==> config.mk <==
export PLATFORM = sky130hd
export DESIGN_NAME = clk_div_monitor
export DESIGN_NICKNAME = d
export VERILOG_FILES = /design/src/rtl/clk_div_pkg.sv /design/src/rtl/edge_det.sv /design/src/rtl/clk_div_monitor.sv
export SDC_FILE = /design/constraint.sdc
export NUM_CORES = 1
export LEC_CHECK = 0
export ABC_CLOCK_PERIOD_IN_PS = 1650
export CORE_MARGIN = 2
export CORE_UTILIZATION = 48
export DETAILED_ROUTE_END_ITERATION = 7
export GPL_ROUTABILITY_DRIVEN = 1
export MAX_ROUTING_LAYER = met4
export PLACE_DENSITY_LB_ADDON = 0.25
export SLEW_MARGIN = 25
export SYNTH_ARGS = -nofsm -noshare
export SYNTH_HDL_FRONTEND = slang
export SYNTH_SLANG_ARGS = --single-unit
==> constraint.sdc <==
create_clock -name clk -period 1.65 [get_ports clk]
set_input_delay 0.33 -clock clk [delete_from_list [all_inputs] [get_ports clk]]
set_output_delay 0.33 -clock clk [all_outputs]
set_load 0.01 [all_outputs]
==> src/rtl/clk_div_pkg.sv <==
// Shared types and defaults for the divided-clock monitor (clk_div_monitor).
package clk_div_pkg;

  localparam int DEF_CNT_W = 8;

  typedef enum logic [1:0] {
    ST_IDLE = 2'd0,
    ST_ARM  = 2'd1,
    ST_MEAS = 2'd2
  } div_mon_state_t;

endpackage

==> src/rtl/edge_det.sv <==
// Samples a single-bit clock-like input into the clk domain and reports rise/fall.
// Defining DIV_MON_SYNC_EN inserts a two-flop synchroniser ahead of the sampling flop.
module edge_det (
  input  logic clk,
  input  logic rstn,
  input  logic i_d,
  output logic o_s,
  output logic o_rise,
  output logic o_fall
);

  logic w_samp;
  logic r_s;
  logic r_d;

`ifdef DIV_MON_SYNC_EN
  logic [1:0] r_sync;

  always_ff @(posedge clk or negedge rstn) begin
    if (!rstn) r_sync <= 2'b00;
    else       r_sync <= {r_sync[0], i_d};
  end

  assign w_samp = r_sync[1];
`else
  assign w_samp = i_d;
`endif

  always_ff @(posedge clk or negedge rstn) begin
    if (!rstn) begin
      r_s <= 1'b0;
      r_d <= 1'b0;
    end else begin
      r_s <= w_samp;
      r_d <= r_s;
    end
  end

  assign o_s    = r_s;
  assign o_rise = r_s & ~r_d;
  assign o_fall = ~r_s & r_d;

endmodule

==> src/rtl/clk_div_monitor.sv <==
// Measures period and high time of a divided clock and flags mismatch/timeout.
// Optional input synchroniser: define DIV_MON_SYNC_EN (see edge_det).
module clk_div_monitor
  import clk_div_pkg::*;
#(
  parameter int CNT_W = DEF_CNT_W
) (
  input  logic             clk,
  input  logic             rstn,
  input  logic             en,
  input  logic             div_in,
  input  logic [CNT_W-1:0] exp_period,
  input  logic [CNT_W-1:0] exp_high,
  input  logic             clr_err,
  output logic [CNT_W-1:0] meas_period,
  output logic [CNT_W-1:0] meas_high,
  output logic             meas_valid,
  output logic             mismatch,
  output logic             timeout,
  output div_mon_state_t   dbg_state
);

  localparam logic [CNT_W-1:0] CNT_MAX  = '1;
  localparam logic [CNT_W-1:0] CNT_LAST = CNT_MAX - 1'b1;

  div_mon_state_t   r_state;
  logic [CNT_W-1:0] r_per_cnt;
  logic [CNT_W-1:0] r_hi_cnt;
  logic [CNT_W-1:0] r_hi_shadow;
  logic [CNT_W-1:0] r_meas_period;
  logic [CNT_W-1:0] r_meas_high;
  logic             r_meas_valid;
  logic             r_mismatch;
  logic             r_timeout;

  logic             w_s;
  logic             w_rise;
  logic             w_fall;
  logic [CNT_W-1:0] w_period;
  logic             w_meas_evt;
  logic             w_mis_set;
  logic             w_to_set;

  edge_det u_edge_det (
    .clk    (clk),
    .rstn   (rstn),
    .i_d    (div_in),
    .o_s    (w_s),
    .o_rise (w_rise),
    .o_fall (w_fall)
  );

  // A rise in MEAS closes a period; reaching CNT_MAX without one aborts it.
  always_comb begin
    w_period   = r_per_cnt + 1'b1;
    w_meas_evt = en && (r_state == ST_MEAS) && w_rise;
    w_mis_set  = w_meas_evt &&
                 (((exp_period != '0) && (w_period != exp_period)) ||
                  ((exp_high != '0) && (r_hi_shadow != exp_high)));
    w_to_set   = en && (r_state == ST_MEAS) && !w_rise && (r_per_cnt == CNT_LAST);
  end

  always_ff @(posedge clk or negedge rstn) begin
    if (!rstn) begin
      r_state       <= ST_IDLE;
      r_per_cnt     <= '0;
      r_hi_cnt      <= '0;
      r_hi_shadow   <= '0;
      r_meas_period <= '0;
      r_meas_high   <= '0;
      r_meas_valid  <= 1'b0;
      r_mismatch    <= 1'b0;
      r_timeout     <= 1'b0;
    end else begin
      r_meas_valid <= 1'b0;
      // Set wins over a simultaneous clear.
      r_mismatch   <= (r_mismatch & ~clr_err) | w_mis_set;
      r_timeout    <= (r_timeout & ~clr_err) | w_to_set;

      if (!en) begin
        r_state   <= ST_IDLE;
        r_per_cnt <= '0;
        r_hi_cnt  <= '0;
      end else begin
        case (r_state)
          ST_IDLE: begin
            r_per_cnt <= '0;
            r_hi_cnt  <= '0;
            r_state   <= ST_ARM;
          end
          ST_ARM: begin
            // The first rise only provides the reference edge.
            if (w_rise) begin
              r_state   <= ST_MEAS;
              r_per_cnt <= '0;
              r_hi_cnt  <= {{(CNT_W-1){1'b0}}, 1'b1};
            end
          end
          ST_MEAS: begin
            if (w_rise) begin
              r_meas_period <= w_period;
              r_meas_high   <= r_hi_shadow;
              r_meas_valid  <= 1'b1;
              r_per_cnt     <= '0;
              r_hi_cnt      <= {{(CNT_W-1){1'b0}}, 1'b1};
            end else begin
              if (w_to_set) begin
                r_per_cnt <= CNT_MAX;
                r_state   <= ST_ARM;
              end else begin
                r_per_cnt <= r_per_cnt + 1'b1;
              end
              if (w_s && (r_hi_cnt != CNT_MAX)) r_hi_cnt <= r_hi_cnt + 1'b1;
              if (w_fall) r_hi_shadow <= r_hi_cnt;
            end
          end
          default: r_state <= ST_IDLE;
        endcase
      end
    end
  end

  assign meas_period = r_meas_period;
  assign meas_high   = r_meas_high;
  assign meas_valid  = r_meas_valid;
  assign mismatch    = r_mismatch;
  assign timeout     = r_timeout;
  assign dbg_state   = r_state;

endmodule

==> qor.txt, run 1 <==
Pin count of the biggest net entering global routing: 48
Yosys Warn Count: 0
Max Root-Sink Buffers: 2
Int Power: 2.092 mW
Power per cell area: 867.1 nW/µm²
Worst Skew: 0.008425 ns
Syn nets: 289
Violations in the final reports: negative hold slack, negative setup slack
Relative contribution of the clock network to total power: 0.227
Number of rows created at floorplan: 26
Number of H-tree levels: 2
Diodes inserted: 0
Measured slew at the worst slew-check pin: 0.3219 ns
Core region area: 5107 µm²
Die boundary height: 76.67 µm
Kind of path behind the tightest hold check: input port to async pin
RSZ-0062 raised after global routing: yes
Standard cell area after detailed placement: 3272 µm²
Placer's final routability congestion estimate: 0.8382
Clock Pin Slew Worst Setup and Hold Paths: 0.09 ns
Cell area after synthesis: 2535 µm²
Leading area contributor after synthesis: dfrtp_1
Count of cell types in the netlist: 42
Slew Viols, Final: 0
Drt pass-1 iters: 4
# Max-Cap Violations: 0
Required arrival time at the worst endpoint: 1.83 ns
Sum of overflow across all layers after global routing: 0
Switching power summed over all nets: 0.9930 mW
Wire length of the first global-routing pass: 9.770 mm
Maximum fanout along the worst path: 6
Outcome: complete, but fails checks
Global-route track usage on met3: 0.03647
Critical Path Sink Type: flop
Sequential-to-total area share from yosys stat: 0.4640
Leakage: 1.588 nW
Design Power: 3.085 mW
Number of DRC markers in iteration 0: 119
Post-synthesis sequential element count: 47
Share of power burned in registers: 0.417
Clock latency at the later pin of the worst-skew pair: 0.30 ns
Count of antenna-violating nets left after detailed routing: 0
Slew HR: 0.7844
Minimum hold slack: -0.006928 ns
Final Hold Fails: 6
Setup Viol. Count Final: 1
Most frequent standard cell in the layout excluding fill and tap cells: nand2_1
Layer with the highest usage after global routing: met2
Final Critical Period: 1.667 ns
Data arrival time of the critical path: 1.84 ns
Vias after detailed routing: 2164
CTS tree: yes
Number of standard cells after synthesis: 261
HPWL reported at the end of detailed placement: 4.219 mm
Remaining DRCs: 0
Initial antenna violation count: 0
Commonest non-fill, non-tap cells in the layout: nand2_1, dfrtp_1, clkdlybuf4s50_1, buf_4, a21oi_1
Number of primary I/O pins: 42
Via count of the first global-routing pass: 2074
Peak supply drop: 0.7598 mV
Post-route fraction of the period consumed by the critical path: 1.010
Top cells by area in the synthesized netlist: dfrtp_1, nand2_1, xor2_1, mux2_2, ha_1
Logic pwr share: 0.356
Biggest cell delay along the critical path: 0.45 ns
Number of port buffers: 41
Wirelength per Cell: 14.19 µm
Max Freq: 600.0 MHz
Synth-to-layout area growth: 40.38%
DIE AREA: 5878 µm²
Summed area of non-filler cells in the final layout: 3558 µm²
Die X-Extent: 76.67 µm
Avg Cell Area, Syn: 9.712 µm²
Post-layout nets: 365
Switching fraction of total power: 0.3218
Number of clock sinks: 47
Met1 capacity usage during global routing: 0.2791
Startpoint type of the worst setup path: flop
Starting density of the core: 0.4963
Met2 GRT Util: 0.3325
Slowest CP cell: dfrtp_2
Filler cells: 402
Portion of synthesized cell area occupied by the leading cell type: 0.4640
Worst setup margin: -0.01674 ns
Critical path class: flop to flop
Tot GR Track Use: 0.2103
CTS root buf: clkbuf_8
Critical-path cell list: buf_6 -> nand3_4 -> o21a_1 -> or3_4 -> a21boi_2 -> a22oi_1
Via density: 5.304
Total CTS buffers: 5
Total detailed-routing wirelength: 5.790 mm
Share of layout cells above drive strength 1: 0.2840
[synth_stat cells (all sizes together)]
cell,number
nor2,9
xnor3,1
mux2,11
nand3b,1
xor2,13
dfrtp,47
nand3,10
o31ai,6
a31oi,3
a22oi,3
ha,7
o211ai,2
nor4,7
nand2,47
o31a,1
o21ai,23
and3,3
nand2b,5
or2,1
or3,1
buf,8
o22ai,2
clkbuf,3
and2,2
xnor2,9
nand4,5
o21a,1
a21boi,1
o41ai,1
a21oi,17
nor3,2
inv,9
[metal layers]
metal / vias up / part of all wire
met5: - / 0
met3: 12 / 0.045
met2: 52 / 0.50
met1: 1034 / 0.44
li1: 1066 / -
met4: 0 / 0.018
[cell type report]
type | count | area, µm² | share of cell area
multi-input cells | 194 | 1415 | 0.3977
flip-flops and latches | 47 | 1180 | 0.3316
repair buffers | 80 | 745.7 | 0.2096
well taps | 70 | 87.58 | 0.02461
clock buffers | 5 | 68.82 | 0.01934
inverters | 9 | 36.28 | 0.01020
clock inverters | 3 | 25.02 | 0.007032
[state kept, by name, indices dropped and copies added, names as in the netlist]
register	count
meas_high	8
timeout	1
mismatch	1
u_edge_det.r_d	1
r_hi_cnt	8
r_per_cnt	8
r_hi_shadow	8
u_edge_det.o_s	1
dbg_state	2
meas_valid	1
meas_period	8
[per-stage QoR]
stage / util / TNS, ns / hold slack [ns] / cells / setup WS, ns
3_3_place_gp: 0.6406 / -0.3023 / 0.3324 / 396 / -0.2162
6_report: 0.6967 / -0.01674 / -0.006928 / 408 / -0.01674
5_1_grt: 0.6967 / -0.3001 / 0.007815 / 408 / -0.08276
2_1_floorplan: - / 0 / 0.03441 / 261 / 0.001893
4_1_cts: 0.6663 / 0 / 0.006790 / 405 / 0.005750
3_5_place_dp: 0.6406 / -0.5857 / 0.3340 / 396 / -0.2703
[final timing paths]
check	endpoint	from	slack, ns	cells after the start
worst max-delay path	mismatch	r_per_cnt[1]	-0.02	6
worst min-delay path	u_edge_det.r_d	rstn	-0.007	2
worst max register to register	mismatch	r_per_cnt[1]	-0.02	6
worst min register to register	u_edge_det.r_d	u_edge_det.o_s	0.43	0
max in group asynchronous	r_per_cnt[0]	rstn	1.43	2
min in group clk	u_edge_det.r_d	u_edge_det.o_s	0.43	0
[power by group through the flow]
stage	Clock [mW]	Sequential (mW)	Combinational, mW
3_3_place_gp	0	1.28	0.897
2_1_floorplan	0	1.31	0.447
5_1_grt	0.791	1.30	1.19
4_1_cts	0.724	1.27	0.943
3_5_place_dp	0	1.29	0.913
6_report	0.702	1.29	1.10
[timing repair]
| action | in CTS | in global routing |
|---|---|---|
| buffers inserted | 1 | 3 |
| hold buffers | 0 | 0 |
| setup endpoints to repair | 13 | 16 |
| pin swaps | 4 | 17 |
| gates resized for setup | 8 | 31 |
[critical path: cells and delay by family, from the launching register on]
kind            cells  cell delay (ns)
flops               1             0.45
simple gates        2             0.49
compound gates      3             0.48
buf+inv             1             0.13
[kinds of logic after synthesis]
| group | after synthesis | share of synthesized area |
|---|---|---|
| simple gates | 93 | 0.1826 |
| compound gates | 60 | 0.1496 |
| flops | 47 | 0.4640 |
| xor+xnor | 23 | 0.08490 |
| buf+inv | 20 | 0.03554 |
| mux | 11 | 0.04887 |
| fa+ha+maj | 7 | 0.03455 |
Note: power is estimated with default switching activity, not from simulation.
==> inputs of run 2 (changes only) <==
--- a/config.mk
+++ b/config.mk
@@ -5,14 +5,15 @@
 export SDC_FILE = /design/constraint.sdc
 export NUM_CORES = 1
 export LEC_CHECK = 0
-export ABC_CLOCK_PERIOD_IN_PS = 1650
+export ABC_CLOCK_PERIOD_IN_PS = 1600
 export CORE_MARGIN = 2
-export CORE_UTILIZATION = 48
+export CORE_UTILIZATION = 53
+export CTS_BUF_LIST = sky130_fd_sc_hd__clkbuf_4 sky130_fd_sc_hd__clkbuf_8 sky130_fd_sc_hd__clkbuf_16
 export DETAILED_ROUTE_END_ITERATION = 7
 export GPL_ROUTABILITY_DRIVEN = 1
 export MAX_ROUTING_LAYER = met4
 export PLACE_DENSITY_LB_ADDON = 0.25
-export SLEW_MARGIN = 25
+export SLEW_MARGIN = 20
 export SYNTH_ARGS = -nofsm -noshare
 export SYNTH_HDL_FRONTEND = slang
 export SYNTH_SLANG_ARGS = --single-unit
==> constraint.sdc (replaced) <==
create_clock -name clk -period 1.6 [get_ports clk]
set_input_delay 0.32 -clock clk [delete_from_list [all_inputs] [get_ports clk]]
set_output_delay 0.32 -clock clk [all_outputs]
set_load 0.01 [all_outputs]
==> qor.txt, run 2 (synthesis gave the netlist of run 1 again) <==
DIE AREA: 5352 µm²
Kind of path behind the tightest hold check: flop to flop
Design Power: 3.487 mW
Number of primary I/O pins: 42
Final-layout setup total negative slack: -0.1888 ns
Number of rows created at floorplan: 25
Routed length on met1: 2.812 mm
Final core occ: 0.8064
HPWL reported at the end of detailed placement: 4.089 mm
Minimum hold slack: 0.4294 ns
Total detailed-routing wirelength: 6.860 mm
Diodes inserted: 0
Highest routed layer: met4
Violations in the final reports: negative setup slack
Relative contribution of the clock network to total power: 0.247
Die X-Extent: 73.16 µm
Via count of the first global-routing pass: 2188
Peak supply drop: 0.9569 mV
Worst setup margin: -0.07951 ns
Slew Viols, Final: 0
Count of antenna-violating nets left after detailed routing: 0
Hold path cells: 0
Measured slew at the worst slew-check pin: 0.4183 ns
Worst Reg2Reg Path Length in Cells: 6
Share of layout cells above drive strength 1: 0.3457
Slew HR: 0.7211
Register-to-Register Setup Slack: -0.08 ns
Finished Layout Cells: 404
Critical path class: flop to flop
Max Freq: 595.4 MHz
Outcome: complete, but fails checks
Clock Pin Slew Worst Setup and Hold Paths: 0.09 ns
Number of clock sinks: 47
Switching power summed over all nets: 1.091 mW
Clock latency at the later pin of the worst-skew pair: 0.30 ns
Reg2reg end: mismatch
Core region area: 4661 µm²
Amount of wire on met3 after detailed routing: 457 µm
Die boundary height: 73.16 µm
Final Hold Fails: 0
Commonest non-fill, non-tap cells in the layout: nand2_1, buf_4, dfrtp_1, clkdlybuf4s50_1, xor2_1
Placer's final routability congestion estimate: 0.8530
Routed wl met2: 3.464 mm
CTS tree: yes
Setup Slack @ Placement: -0.3782 ns
Worst Skew: 0.008380 ns
Tot GR Track Use: 0.2492
Leakage: 1.645 nW
Data arrival time of the critical path: 1.85 ns
Int Power: 2.396 mW
Pin count of the biggest net entering global routing: 48
Vias after detailed routing: 2339
Wire length of the first global-routing pass: 10.05 mm
Max Root-Sink Buffers: 2
Switching fraction of total power: 0.3128
Power per cell area: 927.9 nW/µm²
Filler cells: 270
Most frequent standard cell in the layout excluding fill and tap cells: nand2_1
RSZ-0062 raised after global routing: yes
Setup Viol. Count Final: 5
Total CTS buffers: 5
Drt pass-1 iters: 5
Standard cell area after detailed placement: 3344 µm²
Initial antenna violation count: 0
Number of H-tree levels: 2
Cell total after placement: 383
Maximum fanout along the worst path: 5
Wirelength per Cell: 16.98 µm
HP Start: u_edge_det.o_s
Synth-to-layout area growth: 48.27%
# Max-Cap Violations: 0
Number of DRC markers in iteration 0: 183
Startpoint type of the worst setup path: flop
Worst Hold End: u_edge_det.r_d
Post-route fraction of the period consumed by the critical path: 1.050
Sum of overflow across all layers after global routing: 0
CTS root buf: clkbuf_8
Remaining DRCs: 0
Required arrival time at the worst endpoint: 1.77 ns
Logic pwr share: 0.371
Summed area of non-filler cells in the final layout: 3759 µm²
Worst reg2reg path startpoint: r_per_cnt[0]
Starting density of the core: 0.5439
Final Critical Period: 1.680 ns
Share of power burned in registers: 0.382
Via density: 5.790
Post-layout nets: 378
Number of port buffers: 41
Critical Path Sink Type: flop
run 2: cell type report:
| type | count | area (µm²) | share of cell area |
|---|---|---|---|
| inverter | 9 | 38.79 | 0.01032 |
| tap | 54 | 67.56 | 0.01798 |
| clock inverter | 2 | 37.54 | 0.009987 |
| sequential | 47 | 1182 | 0.3146 |
| timing repair buffer | 92 | 850.8 | 0.2264 |
| clock buffer | 5 | 68.82 | 0.01831 |
| multi-input combinational | 195 | 1513 | 0.4025 |
run 2: timing repair:
item,CTS,global route
pin swaps,8,8
hold buffers,1,0
hold endpoints to repair,6,0
resized for setup,12,33
endpoints found under the setup margin,10,22
buffers inserted,5,6
gates cloned,0,2
run 2: per-layer routing:
layer  GRT usage  vias to the layer above
li1            -                     1089
met1      0.3283                     1135
met2      0.3934                      101
met3     0.04558                       14
met4     0.07407                        0
met5           -                        -
run 2: worst max-delay path by stage:
stage | startpoint | slack (ns) | cells after the start | to
detailed placement | exp_high[5] | -0.38 | 6 | mismatch
finish | r_per_cnt[0] | -0.08 | 6 | mismatch
CTS | r_per_cnt[1] | -0.04 | 6 | mismatch
global route | exp_high[5] | -0.22 | 6 | mismatch
global placement | exp_high[7] | -0.25 | 6 | mismatch
floorplan | dbg_state[1] | 0.001 | 7 | r_per_cnt[1]
run 2: power groups by stage:
stage / clock network (mW) / logic [mW] / registers [mW]
after floorplan: 0 / 0.569 / 1.38
after global placement: 0 / 0.920 / 1.35
after detailed placement: 0 / 0.936 / 1.35
after CTS: 0.863 / 0.977 / 1.33
after global routing: 0.922 / 1.38 / 1.34
final: 0.862 / 1.29 / 1.33
run 2: critical path: stages, from the launching register on:
cell and delay [ns]:
dfrtp_2 0.47, ha_4 0.21, xor2_2 0.17, xnor2_1 0.15, nand4_1 0.19, nor4_4 0.26, a22oi_1 0.09
==> inputs of run 3 (changes only) <==
--- a/config.mk
+++ b/config.mk
@@ -6,7 +6,7 @@
 export NUM_CORES = 1
 export LEC_CHECK = 0
 export ABC_CLOCK_PERIOD_IN_PS = 1600
-export CORE_MARGIN = 2
+export CORE_MARGIN = 4
 export CORE_UTILIZATION = 53
 export CTS_BUF_LIST = sky130_fd_sc_hd__clkbuf_4 sky130_fd_sc_hd__clkbuf_8 sky130_fd_sc_hd__clkbuf_16
 export DETAILED_ROUTE_END_ITERATION = 7
==> qor.txt, run 3 (synthesis gave the netlist of run 1 again) <==
Layer with the highest usage after global routing: met2
Maximum fanout along the worst path: 6
Placer's final routability congestion estimate: 0.8646
Power per cell area: 928.9 nW/µm²
Synth-to-layout area growth: 50.99%
Required arrival time at the worst endpoint: 1.78 ns
Post-layout nets: 379
Global-route track usage on met3: 0.04684
Worst setup path startpoint: dbg_state[1]
Diodes inserted: 0
Pin count of the biggest net entering global routing: 48
Clock Pin Slew Worst Setup and Hold Paths: 0.09 ns
Total CTS buffers: 5
Setup Slack @ Placement: -0.3713 ns
Buffers & Inverters on Critical Path: 1
DIE AREA: 5954 µm²
CTS root buf: clkbuf_8
Worst Skew: 0.006829 ns
Max Freq: 577.5 MHz
Worst Reg2Reg Path Length in Cells: 7
Sum of overflow across all layers after global routing: 0
Number of primary I/O pins: 42
Critical-path cell list: buf_12 -> ha_4 -> and2_4 -> nand3_1 -> a31oi_1 -> o21ai_1 -> o31ai_4
Multi-input combinational cell area: 1534 µm²
Measured slew at the worst slew-check pin: 0.3395 ns
# Max-Cap Violations: 0
Core region area: 4504 µm²
Peak supply drop: 0.8287 mV
HPWL reported at the end of detailed placement: 4.386 mm
Biggest cell delay along the critical path: 0.45 ns
Remaining DRCs: 0
Final Hold Fails: 0
Violations in the final reports: negative setup slack
Critical path class: flop to flop
Via density: 5.911
Share of layout cells above drive strength 1: 0.3295
Area used by sequential logic in the layout: 1180 µm²
Die X-Extent: 77.16 µm
Register-to-Register Setup Slack: -0.13 ns
Final core occ: 0.8497
Worst setup path endpoint: r_hi_cnt[7]
Filler cells: 241
Number of H-tree levels: 2
Slowest CP cell: dfrtp_2
Most frequent standard cell in the layout excluding fill and tap cells: nand2_1
Data arrival time of the critical path: 1.91 ns
Max Root-Sink Buffers: 2
Setup Viol. Count Final: 19
Standard cell area after detailed placement: 3329 µm²
Via count of the first global-routing pass: 2320
Outcome: complete, but fails checks
RSZ-0062 raised after global routing: yes
Final Critical Period: 1.732 ns
Number of clock sinks: 47
Vias after detailed routing: 2388
Leakage: 1.702 nW
Met1 capacity usage during global routing: 0.2838
Worst reg2reg path startpoint: dbg_state[1]
Post-route fraction of the period consumed by the critical path: 1.082
Count of antenna-violating nets left after detailed routing: 0
CTS tree: yes
Commonest non-fill, non-tap cells in the layout: nand2_1, dfrtp_1, buf_4, clkdlybuf4s50_1, o21ai_0
Kind of path behind the tightest hold check: flop to flop
Startpoint type of the worst setup path: flop
Number of port buffers: 41
Design Power: 3.555 mW
Met2 GRT Util: 0.3601
Number of rows created at floorplan: 24
Slew HR: 0.7736
Total detailed-routing wirelength: 7.084 mm
Starting density of the core: 0.5628
Gate family responsible for the most delay along the worst path: compound AO/OA/AOI/OAI gates
Wire length of the first global-routing pass: 10.49 mm
Critical Path Sink Type: flop
Critical Path Stages: 7
Wirelength per Cell: 17.53 µm
Tot GR Track Use: 0.2226
Drt pass-1 iters: 4
Number of DRC markers in iteration 0: 120
Minimum hold slack: 0.4414 ns
Reg2reg end: r_hi_cnt[7]
Worst setup margin: -0.1316 ns
Die boundary height: 77.16 µm
Clock latency at the later pin of the worst-skew pair: 0.30 ns
Initial antenna violation count: 0
Slew Viols, Final: 0
Summed area of non-filler cells in the final layout: 3827 µm²
==> run 3: repair_timing <==
action,in CTS,in global routing
endpoints found under the hold margin,29,0
setup endpoints to repair,15,25
pin swaps,4,17
hold buffers,1,0
cloned,1,1
resized for setup,5,44
setup buffers,2,10
==> run 3: final cells by class <==
class,instances,share of cell area
Sequential cell,47,0.3083
Inverter,9,0.01013
Clock inverter,3,0.01242
Tap cell,52,0.01700
Multi-Input combinational cell,195,0.4008
Clock buffer,5,0.01798
Timing Repair Buffer,93,0.2334
==> run 3: stage by stage <==
stage          std cells  setup TNS (ns)
5_1_grt              404          -2.340
4_1_cts              393        -0.06677
3_5_place_dp         381          -1.119
2_1_floorplan        261               0
6_report             404         -0.9615
3_3_place_gp         381         -0.6657
==> run 3: worst min-delay path by stage <==
| stage | from | end | slack [ns] | cells past startpoint |
|---|---|---|---|---|
| after floorplan | rstn | dbg_state[0] | 0.02 | 0 |
| after global placement | rstn | u_edge_det.r_d | 0.32 | 2 |
| after detailed placement | rstn | u_edge_det.r_d | 0.32 | 2 |
| after CTS | u_edge_det.o_s | u_edge_det.r_d | 0.44 | 0 |
| after global routing | div_in | u_edge_det.o_s | 0.45 | 1 |
| final | u_edge_det.o_s | u_edge_det.r_d | 0.44 | 0 |
==> run 3: metal layers <==
layer,share of wire,vias to the layer above,routed length (µm)
li1,-,1096,-
met1,0.40,1151,2863
met5,0,-,0
met2,0.50,112,3555
met3,0.065,29,463
met4,0.029,0,202
==> run 3: where the power goes <==
part           total [mW]  switching, mW  internal, mW
clock network       0.895          0.421         0.474
logic                1.33          0.620         0.706
registers            1.34         0.0766          1.26
total                3.56           1.12          2.44
